--- config.mk ---
export PLATFORM = sky130hd
export DESIGN_NAME = uart_tx_cfg
export DESIGN_NICKNAME = d
export VERILOG_FILES = /design/src/rtl/uart_tx_cfg_pkg.sv /design/src/rtl/uart_tx_cfg_baud_gen.sv /design/src/rtl/uart_tx_cfg.sv
export SDC_FILE = /design/constraint.sdc
export NUM_CORES = 1
export LEC_CHECK = 0
export ABC_AREA = 1
export BUFFER_PORTS_ARGS = -buffer_cell sky130_fd_sc_hd__buf_2
export CAP_MARGIN = 40
export CORE_AREA = 8 8 71 73
export DETAILED_ROUTE_END_ITERATION = 12
export DIE_AREA = 0 0 79 81
export PLACE_DENSITY = 0.54
export SLEW_MARGIN = 10
export SYNTH_ARGS = -nofsm -noshare
export SYNTH_HDL_FRONTEND = slang
export SYNTH_SLANG_ARGS = --single-unit
--- constraint.sdc ---
create_clock -name clk -period 3.86 [get_ports clk]
set_input_delay 0.579 -clock clk [delete_from_list [all_inputs] [get_ports clk]]
set_output_delay 0.579 -clock clk [all_outputs]
set_load 0.01 [all_outputs]
--- src/rtl/uart_tx_cfg_pkg.sv ---
// Shared definitions for the configurable UART: parity encodings, FSM
// state encoding and the baud divider derivation used by TX (and later RX).
package uart_tx_cfg_pkg;

  localparam int UART_PAR_NONE = 0;
  localparam int UART_PAR_ODD  = 1;
  localparam int UART_PAR_EVEN = 2;

  typedef enum logic [2:0] {
    ST_IDLE   = 3'd0,
    ST_START  = 3'd1,
    ST_DATA   = 3'd2,
    ST_PARITY = 3'd3,
    ST_STOP   = 3'd4
  } uart_state_t;

  // Clock cycles per serial bit.
  function automatic int baud_cnt_max(input int clk_freq, input int bps);
    return clk_freq / bps;
  endfunction

  // Width of a counter that runs 0 .. cnt_max-1 (cnt_max >= 2).
  function automatic int baud_cnt_width(input int cnt_max);
    return (cnt_max <= 2) ? 1 : $clog2(cnt_max);
  endfunction

endpackage

--- src/rtl/uart_tx_cfg_baud_gen.sv ---
// Bit-period timer: counts 0..BAUD_CNT_MAX-1 while enabled and flags the
// last cycle of each bit period with a one-cycle tick.
module uart_tx_cfg_baud_gen
  import uart_tx_cfg_pkg::*;
#(
  parameter int BAUD_CNT_MAX = 10
) (
  input  logic clk,
  input  logic rst_n,
  input  logic clear,
  input  logic enable,
  output logic tick
);

  localparam int CNT_W = baud_cnt_width(BAUD_CNT_MAX);
  localparam logic [CNT_W-1:0] CNT_LAST = CNT_W'(BAUD_CNT_MAX - 1);

  logic [CNT_W-1:0] cnt_reg;

  // Clear wins over counting so a newly accepted frame always starts a full bit.
  always_ff @(posedge clk or negedge rst_n) begin
    if (!rst_n) begin
      cnt_reg <= '0;
    end else if (clear) begin
      cnt_reg <= '0;
    end else if (enable) begin
      if (cnt_reg == CNT_LAST) begin
        cnt_reg <= '0;
      end else begin
        cnt_reg <= cnt_reg + 1'b1;
      end
    end
  end

  // Tick marks the final cycle of the current bit, independent of clear, so a
  // back-to-back accept still sees the end of the previous stop bit.
  assign tick = enable && (cnt_reg == CNT_LAST);

endmodule

--- src/rtl/uart_tx_cfg.sv ---
// Configurable UART transmitter: DATA_BITS data bits LSB first, optional
// odd/even parity, 1 or 2 stop bits, valid/ready byte interface that allows
// frames to run back to back. The serial output is registered, so the line
// trails the FSM state by one clock.
module uart_tx_cfg
  import uart_tx_cfg_pkg::*;
#(
  parameter int CLK_FREQ  = 50000000,
  parameter int UART_BPS  = 115200,
  parameter int DATA_BITS = 8,
  parameter int PARITY    = 0,
  parameter int STOP_BITS = 1
) (
  input  logic       clk,
  input  logic       rst_n,
  input  logic       tx_valid,
  input  logic [7:0] tx_data,
  output logic       tx_ready,
  output logic       uart_txd,
  output logic       tx_busy,
  output logic       tx_done
);

  localparam int BAUD_CNT_MAX = baud_cnt_max(CLK_FREQ, UART_BPS);
  localparam logic [7:0] DATA_MASK = 8'((1 << DATA_BITS) - 1);
  localparam logic [2:0] DATA_LAST = 3'(DATA_BITS - 1);
  localparam logic [2:0] STOP_LAST = 3'(STOP_BITS - 1);

  // Illegal configurations are rejected while elaborating.
  generate
    if (BAUD_CNT_MAX < 2) begin : g_bad_baud
      $error("uart_tx_cfg: CLK_FREQ/UART_BPS must be at least 2");
    end
    if (DATA_BITS < 5 || DATA_BITS > 8) begin : g_bad_data_bits
      $error("uart_tx_cfg: DATA_BITS must be 5..8");
    end
    if (PARITY < 0 || PARITY > 2) begin : g_bad_parity
      $error("uart_tx_cfg: PARITY must be 0, 1 or 2");
    end
    if (STOP_BITS < 1 || STOP_BITS > 2) begin : g_bad_stop_bits
      $error("uart_tx_cfg: STOP_BITS must be 1 or 2");
    end
  endgenerate

  uart_state_t state_reg, state_next;
  logic [7:0]  shift_reg;
  logic [2:0]  bit_cnt_reg;
  logic        par_reg;
  logic        txd_reg;
  logic        txd_next;
  logic        baud_tick;
  logic        accept;
  logic [7:0]  data_masked;
  logic        par_calc;

  assign accept      = tx_valid && tx_ready;
  assign data_masked = tx_data & DATA_MASK;
  // Odd parity inverts the XOR so data plus parity carries an odd count of ones.
  assign par_calc    = (PARITY == UART_PAR_ODD) ? ~(^data_masked) : (^data_masked);

  uart_tx_cfg_baud_gen #(
    .BAUD_CNT_MAX(BAUD_CNT_MAX)
  ) u_baud_gen (
    .clk   (clk),
    .rst_n (rst_n),
    .clear (accept),
    .enable(state_reg != ST_IDLE),
    .tick  (baud_tick)
  );

  // State register.
  always_ff @(posedge clk or negedge rst_n) begin
    if (!rst_n) begin
      state_reg <= ST_IDLE;
    end else begin
      state_reg <= state_next;
    end
  end

  // Next-state logic; the stop state can loop straight back to START.
  always_comb begin
    state_next = state_reg;
    case (state_reg)
      ST_IDLE: begin
        if (tx_valid) state_next = ST_START;
      end
      ST_START: begin
        if (baud_tick) state_next = ST_DATA;
      end
      ST_DATA: begin
        if (baud_tick && bit_cnt_reg == DATA_LAST) begin
          state_next = (PARITY != UART_PAR_NONE) ? ST_PARITY : ST_STOP;
        end
      end
      ST_PARITY: begin
        if (baud_tick) state_next = ST_STOP;
      end
      ST_STOP: begin
        if (baud_tick && bit_cnt_reg == STOP_LAST) begin
          state_next = tx_valid ? ST_START : ST_IDLE;
        end
      end
      default: state_next = ST_IDLE;
    endcase
  end

  // Output decode: line level for the next cycle plus handshake/status flags.
  always_comb begin
    txd_next = 1'b1;
    tx_ready = 1'b0;
    tx_busy  = 1'b0;
    tx_done  = 1'b0;
    case (state_reg)
      ST_IDLE: begin
        tx_ready = 1'b1;
      end
      ST_START: begin
        txd_next = 1'b0;
        tx_busy  = 1'b1;
      end
      ST_DATA: begin
        txd_next = shift_reg[0];
        tx_busy  = 1'b1;
      end
      ST_PARITY: begin
        txd_next = par_reg;
        tx_busy  = 1'b1;
      end
      ST_STOP: begin
        tx_busy = 1'b1;
        if (baud_tick && bit_cnt_reg == STOP_LAST) begin
          tx_ready = 1'b1;
          tx_done  = 1'b1;
        end
      end
      default: begin
        txd_next = 1'b1;
      end
    endcase
  end

  // Datapath: latch byte and parity on accept, shift out on each data-bit wrap,
  // and count bits within DATA / STOP, restarting on every state change.
  always_ff @(posedge clk or negedge rst_n) begin
    if (!rst_n) begin
      shift_reg   <= '0;
      bit_cnt_reg <= '0;
      par_reg     <= 1'b0;
    end else begin
      if (accept) begin
        shift_reg <= data_masked;
        par_reg   <= par_calc;
      end else if (state_reg == ST_DATA && baud_tick) begin
        shift_reg <= {1'b0, shift_reg[7:1]};
      end
      if (state_next != state_reg) begin
        bit_cnt_reg <= '0;
      end else if (baud_tick) begin
        bit_cnt_reg <= bit_cnt_reg + 1'b1;
      end
    end
  end

  // Registered line driver; reset forces the idle (mark) level immediately.
  always_ff @(posedge clk or negedge rst_n) begin
    if (!rst_n) begin
      txd_reg <= 1'b1;
    end else begin
      txd_reg <= txd_next;
    end
  end

  assign uart_txd = txd_reg;

endmodule
==> results of run 1 <==
## stage by stage
stage,setup WS (ps),hold WS (ps),util (%)
5_1_grt,1380,345,42.9
2_1_floorplan,2020,283,-
3_3_place_gp,1920,486,41.8
3_5_place_dp,1890,488,41.8
6_report,1610,300,42.9
4_1_cts,1590,317,42.9
## placed cells by master (no fill, tap or decap), types with 3 or more instances in the layout
master and instances:
a21oi_1 7, xor2_1 5, o21ai_1 8, nor2_1 20
buf_2 14, nand2_2 7, ha_1 5, clkbuf_8 3
dfrtp_1 24, o21ai_0 13, xnor2_1 5, nand2_1 47
inv_1 29, nand3_1 5
## final timing paths
path	from	end	slack [ps]
min in group clk	par_reg	par_reg	500
worst min register to register	par_reg	par_reg	500
worst max-delay path	u_baud_gen.cnt_reg[1]	tx_ready	1610
max in group asynchronous	rst_n	uart_txd	3190
worst max register to register	u_baud_gen.cnt_reg[1]	shift_reg[0]	2050
worst min-delay path	rst_n	shift_reg[2]	300
## logic make-up after synthesis
kind of cell    Yosys count  share of synthesized area, %
compound gates           33                          11.7
xor+xnor                 10                          5.70
fa+ha+maj                 5                          4.07
buf+inv                  36                          10.7
flops                    25                          40.8
simple gates             89                          27.0
## cells in the mapped netlist (2+ instances only)
library cell	n	share of area, %
nor3_1	2	0.65
nand3_1	5	1.6
xor2_1	5	2.9
o21ai_0	13	4.2
nand4_1	2	0.81
nand2_1	47	11
ha_1	5	4.1
o21ai_1	8	2.6
xnor2_1	5	2.9
inv_2	2	0.49
nor2_1	20	4.9
nand2_2	7	2.9
nor2_4	2	1.5
a21oi_1	7	2.3
inv_1	29	7.1
dfrtp_1	24	39
## area by class of cell
cell class,instances,area [um^2]
multi-input combinational,137,746
tap,50,62.6
fill,436,2230
timing repair buffer,14,70.1
sequential,25,627
inverter,33,130
clock buffer,4,45.0
## metal layers
| metal | up-vias | GRT usage (%) |
|---|---|---|
| li1 | 652 | - |
| met2 | 13 | 17.3 |
| met1 | 533 | 12.4 |
| met5 | - | 0 |
| met3 | 2 | 3.53 |
| met4 | 0 | 2.22 |
## report_power, final
group	internal [W]	switching, W
Combinational	0.0000111	0.0000132
Clock	0.0000738	0.0000818
Sequential	0.000262	0
## critical path, stage by stage, from the launching register on
cell	delay [ps]
dfrtp_1	400
inv_1	80
ha_1	160
inv_1	40
nor2_1	70
nand2_1	80
nor2_4	130
nand3_2	100
nand2_2	100
inv_1	40
nor2_1	70
buf_2	130
==> impl_metrics.py, run 1 <==
metrics = {
    "status": {
        "status": "finished clean",
    },
    "detailed_routing": {
        "wirelength_um": 2870,
        "drt_first_pass_iters": 4,
        "drc": 0,
        "top_layer": "met4",
        "drtAntennaViolNets": 0,
        "routedWlPerCell_um": 10.9,
        "drtIter0Drc": 49,
        "dr_wl_met2_um": 1290,
        "wl_met3_um": 120,
        "via_count": 1200,
        "viasPerCell": 4.56,
        "wl_met1_um": 1440,
    },
    "setup_path": {
        "worstPathArrival_ps": 1670,
        "critPathCaptureType": "output port",
        "reg2regPathDepth": 9,
        "cp_max_fo": 4,
        "crit_required_ps": 3280,
        "critPathKind": "reg -> out",
        "worstSetupStartpointType": "register",
    },
    "cts": {
        "clk_path_buf_depth": 2,
        "hold_buffers": 0,
        "clk_latency_ps": 260,
        "cts_resized": 0,
        "clk_pin_slew_worst_paths_ps": 80,
        "cts.sinks": 25,
        "h-tree-depth": 1,
        "cts-root-buf": "clkbuf_8",
        "cts_setup_buffers": 0,
        "numCtsBuffers": 3,
        "cts_tree": "done",
    },
    "synth": {
        "syn_inst": 198,
        "synth-edff-count": 0,
        "seq_area_frac_synth_pct": 40.8,
        "syn_nets": 214,
        "yosysWarnings": 0,
        "synth.distinct_cells": 31,
        "avgSynthCellArea_um2": 7.76,
        "syn-cell-area_mm2": 0.00154,
        "ys_seq_elements": 25,
        "synth_flop_cell": "dfrtp_1",
        "async_flop_share_pct": 100,
    },
    "sta": {
        "setup_viol": 0,
        "skew_ps": 2.83,
        "fmax_mhz": 445,
        "min_period_ps": 2250,
        "maxSlewHeadroom_pct": 62.0,
        "rsz0062_at_grt": "false",
        "fin_setup_tns_ps": 0,
        "maxSlewViolCount": 0,
        "hold_viol": 0,
        "finalCritPeriodShare_pct": 58.2,
        "worst_pin_slew_ps": 570,
    },
    "die": {
        "dieHeight_um": 81,
        "io_pins": 15,
        "die_w_um": 79,
        "die-area_mm2": 0.00640,
        "rows": 23,
        "core_area_mm2": 0.00391,
        "start_util_pct": 39.3,
    },
    "final_layout": {
        "finish.instance_area_mm2": 0.00168,
        "largest_register_ffs": 9,
        "final_layout_size_suffix_gt1_share_pct": 16.9,
        "area_growth_pct": 9.36,
        "fin_cells": 263,
        "fin_nets": 230,
        "antenna_cells": 0,
    },
    "grt": {
        "grt_max_degree": 26,
        "grt_pass1_wl_um": 5310,
        "antenna_found_initial": 0,
        "grt_usage_pct": 10.3,
        "grt.overflow.total": 0,
        "grt_pass1_vias": 1189,
    },
    "power": {
        "peakVddDrop_mv": 0.215,
        "power_w": 0.000442,
        "power_density_mw_per_mm2": 263,
        "p_leak_nw": 0.880,
    },
    "place": {
        "place_inst": 259,
        "dpl_cell_area_mm2": 0.00164,
        "port_buffers": 14,
        "dp_hpwl_um": 2190,
        "gp_congestion": 0.783,
    },
    "hold_path": {
        "hp-class": "in -> async",
    },
    "job": {
        "maxCapViolCount": 0,
    },
}
Note: power is estimated with default switching activity, not from simulation.
==> inputs of run 2 (changes only) <==
--- a/config.mk
+++ b/config.mk
@@ -11,7 +11,7 @@
 export CORE_AREA = 8 8 71 73
 export DETAILED_ROUTE_END_ITERATION = 12
 export DIE_AREA = 0 0 79 81
-export PLACE_DENSITY = 0.54
+export PLACE_DENSITY = 0.56
 export SLEW_MARGIN = 10
 export SYNTH_ARGS = -nofsm -noshare
 export SYNTH_HDL_FRONTEND = slang
==> constraint.sdc (replaced) <==
create_clock -name clk -period 2.05 [get_ports clk]
set_input_delay 0.3075 -clock clk [delete_from_list [all_inputs] [get_ports clk]]
set_output_delay 0.3075 -clock clk [all_outputs]
set_load 0.01 [all_outputs]
==> run 2 against run 1 <==
Net effect: flip-flop and latch count did not move; global-route usage rose by 0.28 points; highest routed layer unchanged; register-to-register slack got worse by 1700 ps; setup slack got worse by 1600 ps; critical endpoint unchanged; largest cell class unchanged; combinational power rose by 95%; hold slack got worse by 280 ps; cell count rose by 1.5%.
==> impl_metrics.py, run 2 (synthesis results as in run 1) <==
metrics = {
    "final_layout": {
        "fin_nets": 234,
        "antenna_cells": 0,
        "mostFrequentLayoutCell": "nand2_1",
        "area_growth_pct": 13.3,
        "largest_register_ffs": 9,
        "final_layout_size_suffix_gt1_share_pct": 21.7,
        "fin_util_pct": 44.5,
        "num-fill-cells": 427,
        "final_cell_mix": "nand2_1, inv_1, dfrtp_1, nor2_1, buf_2",
    },
    "sta": {
        "setup_viol": 0,
        "fin_setup_tns_ps": 0,
        "maxSlewHeadroom_pct": 62.2,
        "skew_ps": 3.07,
        "maxSlewViolCount": 0,
        "finalCritPeriodShare_pct": 98.4,
        "hold_viol": 0,
        "fmax_mhz": 496,
        "min_period_ps": 2020,
        "whs_ps": 24.4,
        "rsz0062_at_grt": "true",
        "postLayoutSetupSlackWorst_ps": 33.4,
        "worst_pin_slew_ps": 567,
    },
    "detailed_routing": {
        "drtIter0Drc": 70,
        "dr_wl_met2_um": 1350,
        "drt_first_pass_iters": 4,
        "via_count": 1249,
        "top_layer": "met4",
        "drtAntennaViolNets": 0,
        "viasPerCell": 4.68,
        "routedWlPerCell_um": 11.3,
        "wirelength_um": 3010,
        "wl_met3_um": 93,
        "wl_met1_um": 1560,
        "drc": 0,
    },
    "cts": {
        "hold_buffers": 0,
        "clk_pin_slew_worst_paths_ps": 90,
        "cts_tree": "done",
        "h-tree-depth": 1,
        "cts-root-buf": "clkbuf_8",
        "clk_latency_ps": 270,
        "clk_path_buf_depth": 2,
        "numCtsBuffers": 3,
        "cts.sinks": 25,
    },
    "power": {
        "power_frac_comb_pct": 5.7,
        "power_density_mw_per_mm2": 478,
        "peakVddDrop_mv": 0.368,
        "swShare_pct": 22.0,
        "pwr-share-seq_pct": 59.2,
        "power_w": 0.000833,
        "p_leak_nw": 0.904,
        "p_sw_w": 0.000183,
        "p_clk_share_pct": 35.1,
        "intPower_w": 0.000650,
    },
    "die": {
        "io_pins": 15,
        "dieHeight_um": 81,
        "die-area_mm2": 0.00640,
        "rows": 23,
        "core_area_mm2": 0.00391,
        "start_util_pct": 39.3,
        "die_w_um": 79,
    },
    "grt": {
        "grt_usage_pct": 10.6,
        "grt_max_degree": 26,
        "antenna_found_initial": 0,
        "grt_pass1_wl_um": 5520,
        "grt.overflow.total": 0,
        "grt_pass1_vias": 1281,
    },
    "setup_path": {
        "cp_max_fo": 4,
        "slowest_delay_ps": 410,
        "worstSetupStartpointType": "register",
        "worstPathArrival_ps": 1710,
        "crit_required_ps": 1740,
        "crit_slowest_cell": "dfrtp_1",
        "critPathCaptureType": "output port",
        "crit_chain": "inv_2 -> ha_4 -> inv_2 -> nor2_1 -> nand2_1 -> nor2_4 -> nand3_2 -> nand2_2 -> inv_2 -> nor2_2 -> buf_2",
        "critPathKind": "reg -> out",
        "cpMostUsedCell": "inv_2",
    },
    "hold_path": {
        "hp-class": "in -> async",
    },
    "job": {
        "maxCapViolCount": 0,
    },
    "place": {
        "port_buffers": 14,
        "gp_congestion": 0.807,
        "dp_slack_ps": 278,
        "dp_hpwl_um": 2290,
    },
    "status": {
        "status": "finished clean",
    },
}
[run 2: changes by cell type in the layout (fill, tap and decap cells not counted), sizes merged]
cell / previous run / this run
clkinv: 2 / 3
clkbuf: 4 / 3
buf: 14 / 18
[run 2: worst max-delay path: cells and delay by family (launching register included)]
kind	cells	cell delay, ps
DFF	1	410
buffers and inverters	4	290
and+or+nand+nor	6	610
adders and majority gates	1	140
[run 2: area by class of cell]
type                            count  area, um^2  share of cell area (%)
Tap cell                           50        62.6                    3.59
Multi-Input combinational cell    137         761                    43.7
Sequential cell                    25         628                    36.1
Clock inverter                      1        5.00                   0.288
Clock buffer                        3        41.3                    2.37
Inverter                           33         130                    7.48
Timing Repair Buffer               18         113                    6.47
[run 2: routing by layer]
layer	track usage, %	vias to the layer above
met5	0	-
met4	2.22	0
met3	2.98	2
met2	17.7	23
met1	13.2	565
li1	-	659
[run 2: worst paths after layout]
check / start / slack [ps] / cells after the start / to
worst min register to register: par_reg / 510 / 2 / par_reg
worst min-delay path: rst_n / 20 / 1 / u_baud_gen.cnt_reg[4]
worst max register to register: u_baud_gen.cnt_reg[1] / 300 / 11 / shift_reg[5]
min in group clk: tx_data[3] / 270 / 3 / shift_reg[3]
worst max-delay path: u_baud_gen.cnt_reg[1] / 30 / 11 / tx_ready
max in group asynchronous: rst_n / 1610 / 1 / u_baud_gen.cnt_reg[0]
[run 2: repair_timing]
item                                    4_1_cts  5_1_grt
gates resized for setup                       0        7
setup buffers                                 0        4
hold endpoints to repair                      0        0
endpoints found under the setup margin        0        4
[run 2: power by group through the flow]
stage,clock network (W),logic [W],registers (W)
2_1_floorplan,0,0.0000218,0.000503
3_3_place_gp,0,0.0000484,0.000502
3_5_place_dp,0,0.0000495,0.000502
4_1_cts,0.000308,0.0000496,0.000493
5_1_grt,0.000327,0.0000536,0.000493
6_report,0.000292,0.0000475,0.000493
[run 2: through the flow]
stage / area (um^2) / cells
finish: 1740 / 267
global route: 1740 / 267
CTS: 1680 / 263
detailed placement: 1640 / 259
global placement: 1640 / 259
floorplan: 1540 / 198
